### config.mk
export PLATFORM = sky130hd
export DESIGN_NAME = instr_decode_pipe
export DESIGN_NICKNAME = d
export VERILOG_FILES = /design/src/rtl/decode_pkg.sv /design/src/rtl/imm_ext.sv /design/src/rtl/instr_decode_pipe.sv
export SDC_FILE = /design/constraint.sdc
export NUM_CORES = 1
export LEC_CHECK = 0
export CAP_MARGIN = 10
export CELL_PAD_IN_SITES_DETAIL_PLACEMENT = 1
export CELL_PAD_IN_SITES_GLOBAL_PLACEMENT = 1
export CORE_MARGIN = 2
export CORE_UTILIZATION = 43
export CTS_CLUSTER_DIAMETER = 40
export DETAILED_ROUTE_END_ITERATION = 10
export MAX_ROUTING_LAYER = met4
export PLACE_DENSITY_LB_ADDON = 0.08
export SLEW_MARGIN = 0
export SYNTH_ARGS = -nofsm -noshare
export SYNTH_HDL_FRONTEND = slang
export SYNTH_SLANG_ARGS = --single-unit
### constraint.sdc
create_clock -name clk -period 11.09 [get_ports clk]
set_clock_uncertainty 0.1 [all_clocks]
set_input_delay 2.218 -clock clk [delete_from_list [all_inputs] [get_ports clk]]
set_output_delay 2.218 -clock clk [all_outputs]
set_load 0.05 [all_outputs]
### src/rtl/decode_pkg.sv
// Shared decode definitions for the decode stage and the control unit.
//  imm_fmt_e    : immediate format code. The same encoding is used for
//                 immsrc_i and fmt_o: 0 I, 1 S, 2 B, 3 J, 4 U, 5 illegal.
//  OP_*         : RV32 base opcodes recognised by the decoder.
//  dec_fields_t : decoded instruction fields carried through the stage.
//  opcode_fmt   : maps an opcode to its immediate format.
//  immsrc_fmt   : maps an external format select to a format code.
package decode_pkg;

  typedef enum logic [2:0] {
    FMT_I   = 3'd0,
    FMT_S   = 3'd1,
    FMT_B   = 3'd2,
    FMT_J   = 3'd3,
    FMT_U   = 3'd4,
    FMT_ILL = 3'd5
  } imm_fmt_e;

  localparam logic [6:0] OP_IMM    = 7'b0010011;
  localparam logic [6:0] OP_LOAD   = 7'b0000011;
  localparam logic [6:0] OP_JALR   = 7'b1100111;
  localparam logic [6:0] OP_SYSTEM = 7'b1110011;
  localparam logic [6:0] OP_STORE  = 7'b0100011;
  localparam logic [6:0] OP_BRANCH = 7'b1100011;
  localparam logic [6:0] OP_JAL    = 7'b1101111;
  localparam logic [6:0] OP_LUI    = 7'b0110111;
  localparam logic [6:0] OP_AUIPC  = 7'b0010111;
  localparam logic [6:0] OP_REG    = 7'b0110011;

  typedef struct packed {
    logic [6:0] op;
    logic [4:0] rd;
    logic [2:0] funct3;
    logic [4:0] rs1;
    logic [4:0] rs2;
    logic [6:0] funct7;
    imm_fmt_e   fmt;
    logic       illegal;
  } dec_fields_t;

  // R-type has no immediate; it reports format I so that it is not flagged.
  function automatic imm_fmt_e opcode_fmt(input logic [6:0] op);
    imm_fmt_e f;
    case (op)
      OP_IMM, OP_LOAD, OP_JALR, OP_SYSTEM, OP_REG: f = FMT_I;
      OP_STORE:                                    f = FMT_S;
      OP_BRANCH:                                   f = FMT_B;
      OP_JAL:                                      f = FMT_J;
      OP_LUI, OP_AUIPC:                            f = FMT_U;
      default:                                     f = FMT_ILL;
    endcase
    return f;
  endfunction

  function automatic imm_fmt_e immsrc_fmt(input logic [2:0] src);
    imm_fmt_e f;
    if (src <= 3'd4) f = imm_fmt_e'(src);
    else             f = FMT_ILL;
    return f;
  endfunction

endpackage

### src/rtl/imm_ext.sv
// Immediate builder for the five RV immediate formats.
// Purely combinational; the 32-bit immediate is sign-extended from bit 31
// to XLEN. Format FMT_ILL yields zero.
//  instr  in  [31:7]  instruction word above the opcode
//  fmt    in  3       immediate format
//  immext out XLEN    sign-extended immediate
module imm_ext
  import decode_pkg::*;
#(
  parameter int XLEN = 32
) (
  input  logic [31:7]             instr,
  input  imm_fmt_e                fmt,
  output logic signed [XLEN-1:0]  immext
);

  logic signed [31:0] imm32;

  always_comb begin
    case (fmt)
      FMT_I:   imm32 = {{20{instr[31]}}, instr[31:20]};
      FMT_S:   imm32 = {{20{instr[31]}}, instr[31:25], instr[11:7]};
      FMT_B:   imm32 = {{20{instr[31]}}, instr[7], instr[30:25], instr[11:8], 1'b0};
      FMT_J:   imm32 = {{12{instr[31]}}, instr[19:12], instr[20], instr[30:21], 1'b0};
      FMT_U:   imm32 = {instr[31:12], 12'b0};
      default: imm32 = '0;
    endcase
    immext = XLEN'(imm32);
  end

endmodule

### src/rtl/instr_decode_pipe.sv
// Registered decode stage between fetch and execute.
// Splits an RV instruction into fields, builds the sign-extended immediate
// and flags unknown opcodes. A main entry drives the outputs and a one-entry
// skid buffer absorbs the instruction accepted while main is held, giving
// full throughput under backpressure. flush_i discards both entries.
//  clk, rst              clock, asynchronous active-high reset
//  flush_i               discard held entries (highest priority)
//  in_valid/in_ready     upstream handshake (in_ready = !skid valid)
//  instr_i, immsrc_i     instruction word, format select when AUTO_FMT=0
//  out_valid/out_ready   downstream handshake
//  op_o..funct7_o        instruction fields
//  immext_o, fmt_o       immediate and format used
//  illegal_o             unknown opcode or illegal format select
module instr_decode_pipe
  import decode_pkg::*;
#(
  parameter int XLEN     = 32,
  parameter int AUTO_FMT = 1
) (
  input  logic            clk,
  input  logic            rst,
  input  logic            flush_i,
  input  logic            in_valid,
  output logic            in_ready,
  input  logic [31:0]     instr_i,
  input  logic [2:0]      immsrc_i,
  output logic            out_valid,
  input  logic            out_ready,
  output logic [6:0]      op_o,
  output logic [4:0]      rd_o,
  output logic [2:0]      funct3_o,
  output logic [4:0]      rs1_o,
  output logic [4:0]      rs2_o,
  output logic [6:0]      funct7_o,
  output logic [XLEN-1:0] immext_o,
  output logic [2:0]      fmt_o,
  output logic            illegal_o
);

  typedef struct packed {
    dec_fields_t             f;
    logic signed [XLEN-1:0]  imm;
  } entry_t;

  imm_fmt_e               opfmt_p0;
  imm_fmt_e               fmt_p0;
  imm_fmt_e               immsel_p0;
  logic signed [XLEN-1:0] imm_p0;
  entry_t                 dec_p0;

  entry_t main_p1;
  entry_t skid_p1;
  logic   vld_p1;
  logic   skid_vld_p1;
  logic   accept;

  // ---- stage 0: combinational decode of the offered instruction ----
  always_comb begin
    opfmt_p0  = opcode_fmt(instr_i[6:0]);
    fmt_p0    = (AUTO_FMT != 0) ? opfmt_p0 : immsrc_fmt(immsrc_i);
    immsel_p0 = fmt_p0;
    // R-type reports format I but carries a zero immediate
    if (AUTO_FMT != 0 && instr_i[6:0] == OP_REG) immsel_p0 = FMT_ILL;
  end

  imm_ext #(.XLEN(XLEN)) u_imm_ext (
    .instr  (instr_i[31:7]),
    .fmt    (immsel_p0),
    .immext (imm_p0)
  );

  always_comb begin
    dec_p0.f.op      = instr_i[6:0];
    dec_p0.f.rd      = instr_i[11:7];
    dec_p0.f.funct3  = instr_i[14:12];
    dec_p0.f.rs1     = instr_i[19:15];
    dec_p0.f.rs2     = instr_i[24:20];
    dec_p0.f.funct7  = instr_i[31:25];
    dec_p0.f.fmt     = fmt_p0;
    dec_p0.f.illegal = (opfmt_p0 == FMT_ILL) || (fmt_p0 == FMT_ILL);
    dec_p0.imm       = imm_p0;
  end

  assign accept = in_valid && in_ready;

  // ---- stage 1: main entry and skid entry ----
  // Main refills (from skid first, else from the input) whenever it is empty
  // or draining; otherwise a new accept lands in skid. in_ready is low while
  // skid is full, so an accept never coincides with a skid refill.
  always_ff @(posedge clk or posedge rst) begin
    if (rst) begin
      vld_p1      <= 1'b0;
      skid_vld_p1 <= 1'b0;
      main_p1     <= '0;
      skid_p1     <= '0;
    end else if (flush_i) begin
      vld_p1      <= 1'b0;
      skid_vld_p1 <= 1'b0;
    end else if (!vld_p1 || out_ready) begin
      if (skid_vld_p1) begin
        main_p1     <= skid_p1;
        vld_p1      <= 1'b1;
        skid_vld_p1 <= 1'b0;
      end else begin
        vld_p1 <= accept;
        if (accept) main_p1 <= dec_p0;
      end
    end else if (accept) begin
      skid_p1     <= dec_p0;
      skid_vld_p1 <= 1'b1;
    end
  end

  assign in_ready  = !skid_vld_p1;
  assign out_valid = vld_p1;
  assign op_o      = main_p1.f.op;
  assign rd_o      = main_p1.f.rd;
  assign funct3_o  = main_p1.f.funct3;
  assign rs1_o     = main_p1.f.rs1;
  assign rs2_o     = main_p1.f.rs2;
  assign funct7_o  = main_p1.f.funct7;
  assign fmt_o     = main_p1.f.fmt;
  assign illegal_o = main_p1.f.illegal;
  assign immext_o  = main_p1.imm;

endmodule
==> reports/qor.txt <==
Number of flops mapped to enable cells by yosys = 0
First-pass GRT wire length = 28800 um
Fin nets = 791
Met3 Resource Use GR = 5.82%
Synth top area share = 56.2%
Asr flop ratio synth = 100%
Clock Sinks = 138
HPWL reported at the end of detailed placement = 11300 um
Die ar. = 15300 um^2
Endpoints failing hold = 0
Worst Hold Class = reg2reg
DRT iter0 DRCs = 280
Final core occ = 56.6%
Vias in the first global route = 5491
Die span in x = 124 um
Placed Instances = 912
Multi-input gate area = 2480 um^2
Filler cells = 1561
Overall global routing resource usage = 25.7%
Routed wire length = 17900 um
Slew Limit Fails = 0
Drt first pass iters = 4
PostCTS Resize Cnt = 0
Clk root buf = clkbuf_16
Port-buffer cells = 106
Syn nets = 707
Post-Syn Instances = 667
Final GP Congestion = 0.828
Peak supply drop = 0.122 mV
Critical path, cell by cell = inv_1 -> clkdlybuf4s50_1
Worst Path Arrival = 2.59 ns
Largest net degree at the start of global routing = 101
Area contributors post-synth = dfrtp_1, nand2_1, o21ai_0
Non-Filler Instances = 944
Placement row count = 43
Distinct cells, synth = 46
Die Ht = 124 um
Power per cell area = 195 nW/um^2
Vias/cell = 5.56
Wire length per cell = 19.0 um
Layout cells sized above 1 = 6.28%
CTS tree = done
Clock Path Buffers = 2
Syn Area/Cell = 9.22 um^2
Antenna diode count = 0
Synthesis-to-layout area growth = 28.2%
CP delay by family, top = buffers and inverters
Initial antenna violation count = 0
Required time of the critical path = 8.77 ns
Vias = 5249
Worst setup path category = reg2out
Reg area = 3450 um^2
Outcome = finished clean
# H-tree levels = 4
Worst Setup Start Kind = flip-flop
Seq/Total Area, Yosys = 56.2%
# IOs = 110
Initial core utilization = 44.1%
Crit path buf inv count = 2
Slew @ Worst Pin = 1.11 ns
Crit Path Max Fanout = 31
Nature of the critical path endpoint = output port
Yosys top cell by area = dfrtp_1
Setup ws final = 6.18 ns
Synthesized area = 6150 um^2
CP max-delay cell = clkdlybuf4s50_1
Worst-path clk slew = 0.06 ns
Part of the cycle the worst path needs = 44.3%
Synth Register Bits = 138
FMAX = 0.204 GHz
Leak = 3.35 nW
Max_slew headroom = 25.9%
Final setup viols = 0
Setup TNS = 0 ns
Clk_lat worst skew = 0.42 ns
Max stage delay on crit path = 0.97 ns
Synth warn = 0
Post-place setup slack = 6.16 ns
RSZ-0062 raised after global routing = no
Core footprint = 13900 um^2
Drt drc = 0
Minimum clock period = 4.91 ns
GRT overflow = 0
Global routing usage on met2 = 42.0%
Cts bufs inserted = 17
Post-route ant nets = 0
Hold-fix buffers at CTS = 0
Primary FF master, synth = dfrtp_1
GR peak layer = met2
Post-CTS Setup Bufs = 0
Max Cap Viol = 0
Met1 usage = 32.2%
-- Yosys cell counts, drive strengths merged (2+ instances only) --
master and instances:
buf 18, a211oi 2, a31oi 5, mux2i 32
mux2 2, o21bai 2, nand3b 2, nand2 188
o21ai 91, o31ai 2, a311oi 2, a221oi 8
nor2 35, and3 7, nand2b 3, nand3 3
or3 23, clkbuf 29, nor3 2, inv 3
dfrtp 138, and2 2, a21oi 54, nor2b 2
-- metrics by stage --
step           area (um^2)  total power, mW  hold slack (ns)
2_1_floorplan         6150            0.850            0.342
3_3_place_gp          7290            0.966            0.355
3_5_place_dp          7290            0.983            0.363
4_1_cts               7880             1.55            0.377
5_1_grt               7880             1.61            0.404
6_report              7880             1.54            0.371
-- metal layers --
metal / vias up / part of all wire, %
met5: - / 0
met4: 0 / 1.2
met3: 20 / 4.6
met2: 125 / 50
met1: 2672 / 44
li1: 2432 / -
-- registers in the layout, summed over array words and instances, names as in the netlist --
register,count
skid_p1,68
immext_o,32
funct7_o,7
op_o,7
rd_o,5
rs1_o,5
rs2_o,5
fmt_o,3
funct3_o,3
illegal_o,1
out_valid,1
skid_vld_p1,1
-- worst register-to-register path, delay by kind of cell (launching register included) --
family | cells | cell delay, ns
flops | 1 | 0.42
buf+inv | 2 | 1.20
compound gates | 1 | 0.18
simple gates | 2 | 1.03
-- path summary, 6_finish.rpt --
| check | from | to | slack (ns) | depth (start not counted) |
|---|---|---|---|---|
| setup / recovery | skid_vld_p1 | in_ready | 6.18 | 2 |
| hold / removal | skid_p1[36] | skid_p1[36] | 0.37 | 2 |
| setup reg to reg | skid_vld_p1 | skid_p1[22] | 7.99 | 5 |
| hold reg to reg | skid_p1[36] | skid_p1[36] | 0.37 | 2 |
| max in group asynchronous | rst | skid_vld_p1 | 7.31 | 3 |
| min in group asynchronous | rst | rs1_o[1] | 2.18 | 2 |
-- placed cells by master, fill, tap and decap left out, types with 3 or more instances in the layout --
master / netlist / layout
nand2_1: 188 / 188
dfrtp_1: 138 / 137
clkdlybuf4s50_1: 0 / 106
o21ai_0: 87 / 87
a21oi_1: 54 / 54
nor2_1: 33 / 33
mux2i_1: 32 / 32
or3_1: 23 / 22
clkbuf_16: 0 / 17
a221oi_1: 8 / 8
and3_1: 7 / 7
buf_4: 1 / 6
a31oi_1: 5 / 5
clkbuf_8: 0 / 5
o21ai_1: 4 / 4
clkbuf_1: 28 / 4
nand3_1: 3 / 3
-- final cells by class --
cell class	count	area share [%]
Clock buffer	26	6.46
Clock inverter	6	1.08
Inverter	3	0.206
Multi-Input combinational cell	479	31.5
Sequential cell	138	43.8
Tap cell	180	2.86
Timing Repair Buffer	112	14.0
-- where the power goes --
| group | internal [mW] | leakage, nW | switching [mW] |
|---|---|---|---|
| combinational | 0.113 | 1.32 | 0.231 |
| sequential | 0.585 | 1.74 | 0.0471 |
| clock | 0.360 | 0.287 | 0.204 |
| total | 1.06 | 3.35 | 0.482 |
-- logic make-up after synthesis --
group / count (synthesis) / share of synthesized area, %
buf+inv: 50 / 3.58
xor+xnor: 1 / 0.142
flops: 138 / 56.2
simple gates: 274 / 19.4
mux: 34 / 5.58
compound gates: 170 / 15.1
(Power assumes the default switching activity.)
